**src/rtl/room_icon_drawer.sv**
```systemverilog
// room_icon_drawer: walks an ICON_W x ICON_H block (or the whole screen for a
// clear) one pixel per clock on the vga_adapter pixel-write interface, then
// raises countDone for a single cycle.
module room_icon_drawer #(
  parameter int         ICON_W    = 8,
  parameter int         ICON_H    = 8,
  parameter int         SCREEN_W  = 160,
  parameter int         SCREEN_H  = 120,
  parameter logic [2:0] BG_COLOUR = 3'b000
) (
  input  logic       clock,
  input  logic       reset,
  input  logic       start_draw,
  input  logic       start_clear,
  input  logic [7:0] xcoord,
  input  logic [6:0] ycoord,
  input  logic [2:0] colour_in,
  output logic [7:0] vga_x,
  output logic [6:0] vga_y,
  output logic [2:0] vga_colour,
  output logic       vga_plot,
  output logic       busy,
  output logic       countDone
);

  typedef enum logic [1:0] {
    S_IDLE  = 2'd0,
    S_DRAW  = 2'd1,
    S_CLEAR = 2'd2,
    S_DONE  = 2'd3
  } state_t;

  // Scan limits for the two sweep kinds; the counters share one datapath.
  localparam logic [7:0] ICN_LAST_X = 8'(ICON_W - 1);
  localparam logic [6:0] ICN_LAST_Y = 7'(ICON_H - 1);
  localparam logic [7:0] CLR_LAST_X = 8'(SCREEN_W - 1);
  localparam logic [6:0] CLR_LAST_Y = 7'(SCREEN_H - 1);
  localparam logic [8:0] SCR_W9     = 9'(SCREEN_W);
  localparam logic [7:0] SCR_H8     = 8'(SCREEN_H);

  state_t     state_q, state_d;
  logic [7:0] cx_q, cx_d;
  logic [6:0] cy_q, cy_d;
  logic [7:0] base_x_q, base_x_d;
  logic [6:0] base_y_q, base_y_d;
  logic [2:0] colour_q, colour_d;

  logic [7:0] last_x;
  logic [6:0] last_y;
  logic [8:0] sum_x;
  logic [7:0] sum_y;
  logic       sweeping;

  // State, counters and latched base/colour; reset clears everything at once.
  always_ff @(posedge clock or posedge reset) begin
    if (reset) begin
      state_q  <= S_IDLE;
      cx_q     <= '0;
      cy_q     <= '0;
      base_x_q <= '0;
      base_y_q <= '0;
      colour_q <= '0;
    end else begin
      state_q  <= state_d;
      cx_q     <= cx_d;
      cy_q     <= cy_d;
      base_x_q <= base_x_d;
      base_y_q <= base_y_d;
      colour_q <= colour_d;
    end
  end

  // Next-state logic: start sampling in IDLE, x-fastest scan in DRAW/CLEAR.
  always_comb begin
    state_d  = state_q;
    cx_d     = cx_q;
    cy_d     = cy_q;
    base_x_d = base_x_q;
    base_y_d = base_y_q;
    colour_d = colour_q;
    last_x   = (state_q == S_CLEAR) ? CLR_LAST_X : ICN_LAST_X;
    last_y   = (state_q == S_CLEAR) ? CLR_LAST_Y : ICN_LAST_Y;
    case (state_q)
      S_IDLE: begin
        if (start_clear) begin
          // A clear is just a sweep anchored at (0,0) in the background colour.
          state_d  = S_CLEAR;
          cx_d     = '0;
          cy_d     = '0;
          base_x_d = '0;
          base_y_d = '0;
          colour_d = BG_COLOUR;
        end else if (start_draw) begin
          state_d  = S_DRAW;
          cx_d     = '0;
          cy_d     = '0;
          base_x_d = xcoord;
          base_y_d = ycoord;
          colour_d = colour_in;
        end
      end
      S_DRAW, S_CLEAR: begin
        if (cx_q == last_x) begin
          cx_d = '0;
          if (cy_q == last_y) begin
            cy_d    = '0;
            state_d = S_DONE;
          end else begin
            cy_d = cy_q + 7'd1;
          end
        end else begin
          cx_d = cx_q + 8'd1;
        end
      end
      S_DONE:  state_d = S_IDLE;
      default: state_d = S_IDLE;
    endcase
  end

  // Output decode: widened sums so off-screen pixels are clipped, not wrapped.
  always_comb begin
    sum_x      = {1'b0, base_x_q} + {1'b0, cx_q};
    sum_y      = {1'b0, base_y_q} + {1'b0, cy_q};
    sweeping   = (state_q == S_DRAW) || (state_q == S_CLEAR);
    vga_x      = sweeping ? sum_x[7:0] : 8'd0;
    vga_y      = sweeping ? sum_y[6:0] : 7'd0;
    vga_colour = sweeping ? colour_q : 3'd0;
    vga_plot   = sweeping && (sum_x < SCR_W9) && (sum_y < SCR_H8);
    busy       = (state_q != S_IDLE);
    countDone  = (state_q == S_DONE);
  end

endmodule

```
**config.mk**
```make
export PLATFORM = sky130hd
export DESIGN_NAME = room_icon_drawer
export DESIGN_NICKNAME = d
export VERILOG_FILES = /design/src/rtl/room_icon_drawer.sv
export SDC_FILE = /design/constraint.sdc
export NUM_CORES = 1
export LEC_CHECK = 0
export CAP_MARGIN = 20
export CORE_MARGIN = 8
export CORE_UTILIZATION = 35
export DETAILED_ROUTE_END_ITERATION = 16
export PLACE_DENSITY_LB_ADDON = 0.15
export SETUP_SLACK_MARGIN = 0.05
export SYNTH_ARGS = -nofsm -noshare
export SYNTH_HDL_FRONTEND = slang
export SYNTH_SLANG_ARGS = --single-unit
export TNS_END_PERCENT = 5
```
**constraint.sdc**
```tcl
create_clock -name clock -period 6.4 [get_ports clock]
set_input_delay 1.6 -clock clock [delete_from_list [all_inputs] [get_ports clock]]
set_output_delay 1.6 -clock clock [all_outputs]
set_load 0.01 [all_outputs]
```
==> metrics.md, run 1 <==
| Metric | Value |
|---|---|
| Cts hold-fix bufs | 0 |
| DR WL met2 | 2760 µm |
| Max VDD drop | 0.244 mV |
| Gr ovfl total | 0 |
| Async set-reset flop share out of synthesis | 100% |
| Synth top area cells | dfrtp_1 (35%), ha_1 (11%), nand2_1 (6.5%) |
| Pwr Total | 1450 µW |
| RR Startpoint | state_q[1]$_DFFE_PP0P_ |
| Worst Reg-to-Reg Cells | 8 |
| Clk_lat worst skew | a little under 0.3 ns |
| Setup ws final | 1.75 ns |
| Most used DFF post-synth | dfrtp_1 |
| Fraction of layout cells with a size suffix above 1 | 5.03% |
| Post-CTS sizing | 0 |
| Vias in the first global route | 2077 |
| CP arrival | between 3 and 4 ns |
| CP Capture Type | output port |
| MaxCap Viol Count | 0 |
| Buffer and inverter count on the worst path | 1 |
| WS Path Type | reg2out |
| CTS tree | built |
| Final worst path period share | 72.7% |
| Slowest cell on crit path | clkdlybuf4s50_1 |
| Final core utilization | 45.7% |
| Worst Max-Slew Pin Slew | 0.696 ns |
| Maximum fanout along the worst path | 5 |
| Post-synth top area cell | dfrtp_1 |
| Synth warnings | 0 |
| Static Leakage | between 0.001 and 0.0015 µW |
| Sum Neg Setup Slack | 0 ns |
| Initial Util | ~36% |
| Post-route ant nets | 0 |
| Setup bufs post-CTS | 0 |
| Vias per cell | 4.90 |
| Delay-heaviest family, CP | compound AO/OA/AOI/OAI gates |
| Post-synth EDFFs | 0 |
| Yosys reg bits | 35 |
| H-tree levels | 2 |
| HP Start | colour_q[1]$_DFFE_PP0P_ |
| Post-Route WL | 6150 µm |
| Antenna diodes | 0 |
| First-pass GRT wire length | 10200 µm |
| Hold Violations, Final | 0 |
| Clock slew at the register clock pins of the worst setup and hold paths | roughly 0.08 ns |
| Tightest Hold Check Type | reg2reg |
| Tmin final | 4.65 ns |
| # IOs | 43 |
| Most frequent cells in the layout | nand2_1 (43), clkdlybuf4s50_1 (42), dfrtp_1 (35) |
| Die width | around 100 µm |
| Clock Sinks | 35 |
| Site Rows | 30 |
| CTS root buf | clkbuf_8 |
| Hold path depth | 2 |
| Hold path endpoint | colour_q[1]$_DFFE_PP0P_ |
| Routed length on met1 | 3110 µm |
| Antenna violations before repair | 0 |
| Worst r2r dst | cy_q[3]$_DFFE_PP0P_ |
| Port Buf Inserts | 42 |
| Core ar. | 6830 µm² |
| Syn_nets | 340 |
| Total track usage | 12.8% |
| Clock Skews | 0.00462 ns |
| Largest stage delay, worst path | ~0.55 ns |
| Iter 0 DRT Violations | 93 |
| Synth top area share | 35.3% |
| CP Launch Type | flop |
| Synth Area per Inst | ~8.4 µm² |
| Met3 wire len | 218 µm |
| Largest net degree at the start of global routing | 38 |
| Cells after DPL | 426 |
| Max Used Layer | met4 |
| Part of the Yosys area used for sequential elements | 35.3% |
| Critical-path cell list | ha_1, fa_1, a211o_1, o211ai_1, a41oi_1, o221ai_1, o2111a_1, clkdlybuf4s50_1 |
| R2R Setup Slk | roughly 3.3 ns |
| Maximum clock insertion buffer count | 2 |
| Fin. max-slew vios | 0 |
| Via count | 2126 |
| Final setup vio count | 0 |
| WL/cell | 14.2 µm |
| CTS buffer count | 5 |
| Outcome | finished, final reports clean |
| Area growth syn-to-layout | 25.9% |
| Max Clk Rate | 215 MHz |
| DR pass1 iterations | 5 |
| WP depth | 8 |
| Library cells used by synthesis | 44 |
| Syn Std Cell Area | 2480 µm² |
| Data required time of the worst path | about 4.8 ns |
| Residual DRC | 0 |
| Synth Instances | 295 |
| Gpl congestion | 0.842 |
| RSZ-0062 raised after global routing | no |
| Max_slew headroom | 53.2% |
| Die H | 100 µm |
| Place WS | 2.04 ns |
| Leading cell type in the layout, fill and taps excluded | nand2_1 |
| Die area | 10000 µm² |
| PwrDens | 464 nW/µm² |
| Post-DP HPWL | ~4600 µm |
| Final Non-Filler Cells | 434 |
| Fin nets | 382 |
how the worst max path moves through the flow:
stage | startpoint | endpoint | slack, ns
2_1_floorplan | cx_q[0]$_DFFE_PP0P_ | vga_plot | 2.74
3_3_place_gp | cx_q[0]$_DFFE_PP0P_ | vga_plot | 2.10
3_5_place_dp | cx_q[0]$_DFFE_PP0P_ | vga_plot | 2.04
4_1_cts | cx_q[0]$_DFFE_PP0P_ | vga_plot | 1.71
5_1_grt | cx_q[0]$_DFFE_PP0P_ | vga_plot | 1.58
6_report | cx_q[0]$_DFFE_PP0P_ | vga_plot | 1.75
per-stage QoR:
step	instance area (µm²)	hold slack (ns)
detailed placement	3010	0.463
finish	3120	0.476
CTS	3120	0.480
global route	3120	0.507
floorplan	2480	0.442
global placement	3010	0.458
per-layer routing:
layer	up-vias	track usage, %
met5	-	0
met4	0	4.53
met3	2	2.77
met2	35	20.3
met1	975	16.6
li1	1114	-
where the power goes:
part / switching (µW) / internal, µW
sequential: 70.2 / 297
combinational: 485 / 386
clock: 84.6 / 126
total: 640 / 809
kinds of logic (layout without fill, tap and decap cells):
| logic type | count (synthesis) | after routing | synth area share, % |
|---|---|---|---|
| xor gates and xnor gates | 13 | 13 | 4.59 |
| and+or+nand+nor | 129 | 129 | 25.5 |
| buffers and inverters | 19 | 62 | 2.92 |
| DFF | 35 | 35 | 35.3 |
| adders and majority gates | 23 | 23 | 12.2 |
| AOI/OAI and AO/OA | 75 | 75 | 19.2 |
| muxes | 1 | 1 | 0.403 |
worst min-delay path: stages, from the launching register on:
cell	delay, ns
dfrtp_1	0.34
nand2_1	0.04
o21ai_0	0.06
Yosys cell counts (all sizes together), types with 3 or more instances:
cell	n
a211oi	4
a21oi	14
and2	10
clkbuf	8
dfrtp	35
ha	21
inv	10
nand2	43
nand2b	24
nand3	9
nor2	24
nor2b	3
nor3	5
o21ai	35
o31ai	4
xnor2	3
xor2	10
final cells by class:
class                           count  area, µm²
Inverter                           10       37.5
Multi-Input combinational cell    241       1540
Clock inverter                      2       35.0
Tap cell                           96        120
Timing Repair Buffer               44        435
Clock buffer                        6       82.6
Fill cell                         717       3710
Sequential cell                    35        876
registers in the layout (all words and copies together), names as in the netlist:
register and flops:
base_y_q 7, state_q 2, cy_q 7, base_x_q 8, colour_q 3, cx_q 8
No activity file was read; power rests on OpenSTA's default activity.
==> run 2, diff against run 1 <==
==> constraint.sdc (replaced) <==
create_clock -name clock -period 4.3 [get_ports clock]
set_input_delay 1.075 -clock clock [delete_from_list [all_inputs] [get_ports clock]]
set_output_delay 1.075 -clock clock [all_outputs]
set_load 0.01 [all_outputs]
==> metrics.md, run 2 (synthesis gave the netlist of run 1 again) <==
| Metric | Value |
|---|---|
| Outcome | finished, final reports clean |
| CP arrival | 2.93 ns (-0.12 ns) |
| Residual DRC | 0 (unchanged) |
| CP Capture Type | output port |
| Fraction of layout cells with a size suffix above 1 | 5.29% (+0.26 points) |
| RSZ-0062 raised after global routing | no |
| Die H | 100 µm (unchanged) |
| Final setup vio count | 0 (unchanged) |
| Site Rows | 30 (unchanged) |
| Post-DP HPWL | 4670 µm (+1.1%) |
| Antenna diodes | 0 (unchanged) |
| Worst Reg-to-Reg Cells | 8 (unchanged) |
| Fin nets | 384 (+0.52%) |
| Final Non-Filler Cells | 436 (+0.46%) |
| M2 GR Usage | 20.8% (+0.56 points) |
| Hold Violations, Final | 0 (unchanged) |
| WL/cell | 14.4 µm (+1.5%) |
| Maximum fanout along the worst path | 5 (unchanged) |
| Sum Neg Setup Slack | 0 ns (unchanged) |
| Fin. max-slew vios | 0 (unchanged) |
| Largest registers | base_x_q (8), cx_q (8) |
| First-pass GRT wire length | 10500 µm (+2.9%) |
| Most frequent cells in the layout | nand2_1 (43), clkdlybuf4s50_1 (41), dfrtp_1 (35) |
| Hold path depth | 2 (unchanged) |
| Post-CTS sizing | 0 (unchanged) |
| MaxCap Viol Count | 0 (unchanged) |
| CTS buffer count | 5 (unchanged) |
| WS Path Type | reg2out |
| Share of total power in the clock network | 12.8% (-1.8 points) |
| HP Start | colour_q[0]$_DFFE_PP0P_ |
| Static Leakage | 0.00138 µW (+0.73%) |
| Worst Max-Slew Pin Slew | 0.771 ns (+0.0750 ns) |
| Gr ovfl total | 0 (unchanged) |
| Maximum clock insertion buffer count | 2 (unchanged) |
| Leading cell type in the layout, fill and taps excluded | nand2_1 |
| H-tree levels | 2 (unchanged) |
| Met3 usage | 3.53% (+0.76 points) |
| Initial Util | 36.3% (unchanged) |
| Port Buf Inserts | 42 (unchanged) |
| Net switching power | 951 µW (+49%) |
| Clk_lat worst skew | 0.29 ns (about the same) |
| Gr busiest metal | met2 |
| Clock Skews | 0.00211 ns (-0.00251 ns) |
| DR pass1 iterations | 4 (-1) |
| Total track usage | 13.3% (+0.49 points) |
| Area growth syn-to-layout | 25.9% (unchanged) |
| Max_slew headroom | 48.2% (-5.0 points) |
| Post-route ant nets | 0 (unchanged) |
| PwrDens | 679 nW/µm² (+46%) |
| Tightest Hold Check Type | reg2reg |
| Max VDD drop | 0.337 mV (+38%) |
| Vias in the first global route | 2165 (+4.2%) |
| RR Startpoint | state_q[1]$_DFFE_PP0P_ |
| Int Pwr | 1170 µW (+45%) |
| Die area | 10000 µm² (unchanged) |
| Data required time of the worst path | 3.22 ns (-1.58 ns) |
| Met1 Use GR | 16.5% (-0.055 points) |
| CP Launch Type | flop |
| Die width | 100 µm (unchanged) |
| CP startpoint | cx_q[0]$_DFFE_PP0P_ |
| Sw frac | 44.9% (+0.70 points) |
| CTS tree | built |
| Logic pwr share | 61.7% (+1.6 points) |
| Clock Sinks | 35 (unchanged) |
| Max Clk Rate | 250 MHz |
| CTS root buf | clkbuf_8 |
| Via count | 2169 (+2.0%) |
| Clock slew at the register clock pins of the worst setup and hold paths | 0.07 ns (about the same) |
| # IOs | 43 (unchanged) |
| Post-Route WL | 6280 µm (+2.0%) |
| Largest net degree at the start of global routing | 38 (unchanged) |
| Cells after DPL | 428 (+0.47%) |
| Tmin final | between 4 and 5 ns |
| Setup bufs post-CTS | 0 (unchanged) |
| Iter 0 DRT Violations | 66 (-29%) |
| Antenna violations before repair | 0 (unchanged) |
| Sequential share of power | 25.6% (+0.2 points) |
| Cts hold-fix bufs | 0 (unchanged) |
| Vias per cell | 4.97 (+1.6%) |
| Final worst path period share | 93.2% |
| Gpl congestion | 0.834 (-0.93%) |
| Core ar. | 6830 µm² (unchanged) |
-- run 2: changes by cell type in the layout (fill, tap and decap cells not counted), sizes merged --
cell           before  now
dlymetal6s2s        0    1
clkdlybuf4s50      42   41
clkinv              1    0
bufinv              1    0
buf                 2    4
clkbuf              6    8
-- run 2: final timing paths --
| kind | slack [ns] | endpoint |
|---|---|---|
| worst max-delay path | 0.29 | vga_x[6] |
| worst min-delay path | 0.48 | colour_q[0]$_DFFE_PP0P_ |
| worst max register to register | 1.70 | cy_q[3]$_DFFE_PP0P_ |
| worst min register to register | 0.48 | colour_q[0]$_DFFE_PP0P_ |
| max in group asynchronous | 2.76 | base_x_q[4]$_DFFE_PP0P_ |
| min in group asynchronous | 1.19 | cy_q[2]$_DFFE_PP0P_ |
-- run 2: critical path, stage by stage (launching register included) --
cell             delay (ns)
dfrtp_1                0.42
ha_1                   0.24
fa_1                   0.42
a211o_1                0.31
o211ai_1               0.20
nand2b_1               0.09
a21oi_1                0.19
xor2_1                 0.09
nor2_1                 0.12
clkdlybuf4s50_1        0.56
-- run 2: layout make-up --
type | count | area [µm²]
Multi-Input combinational cell | 241 | 1540
Clock buffer | 8 | 100
Fill cell | 706 | 3710
Inverter | 10 | 37.5
Timing Repair Buffer | 46 | 453
Tap cell | 96 | 120
Sequential cell | 35 | 876
-- run 2: layer usage --
metal,wire length (µm),up-vias
li1,-,1116
met1,2970,1002
met2,2940,45
met3,249,6
met4,113,0
met5,0,-
-- run 2: stage by stage --
step / instance area [µm²] / util, % / worst slack [ns] / hold WS [ns] / total power [µW]
floorplan: 2480 / - / 1.17 / 0.442 / 1350
finish: 3120 / 45.7 / 0.294 / 0.477 / 2120
global placement: 3020 / 44.2 / 0.539 / 0.455 / 1870
global route: 3120 / 45.7 / 0.166 / 0.506 / 2330
detailed placement: 3020 / 44.2 / 0.506 / 0.466 / 1880
CTS: 3120 / 45.7 / 0.168 / 0.483 / 2150
-- run 2: power by group through the flow --
stage	clock network (µW)	logic (µW)	registers [µW]
final	270	1310	542
after global routing	291	1480	563
after CTS	278	1330	545
after detailed placement	0	1320	551
after global placement	0	1320	548
after floorplan	0	837	516
==> run 3, diff against run 2 <==
--- a/config.mk
+++ b/config.mk
@@ -14,4 +14,3 @@
 export SYNTH_ARGS = -nofsm -noshare
 export SYNTH_HDL_FRONTEND = slang
 export SYNTH_SLANG_ARGS = --single-unit
-export TNS_END_PERCENT = 5
==> results of run 3 <==
The final DEF is identical to that of run 2; final timing and power are the same.
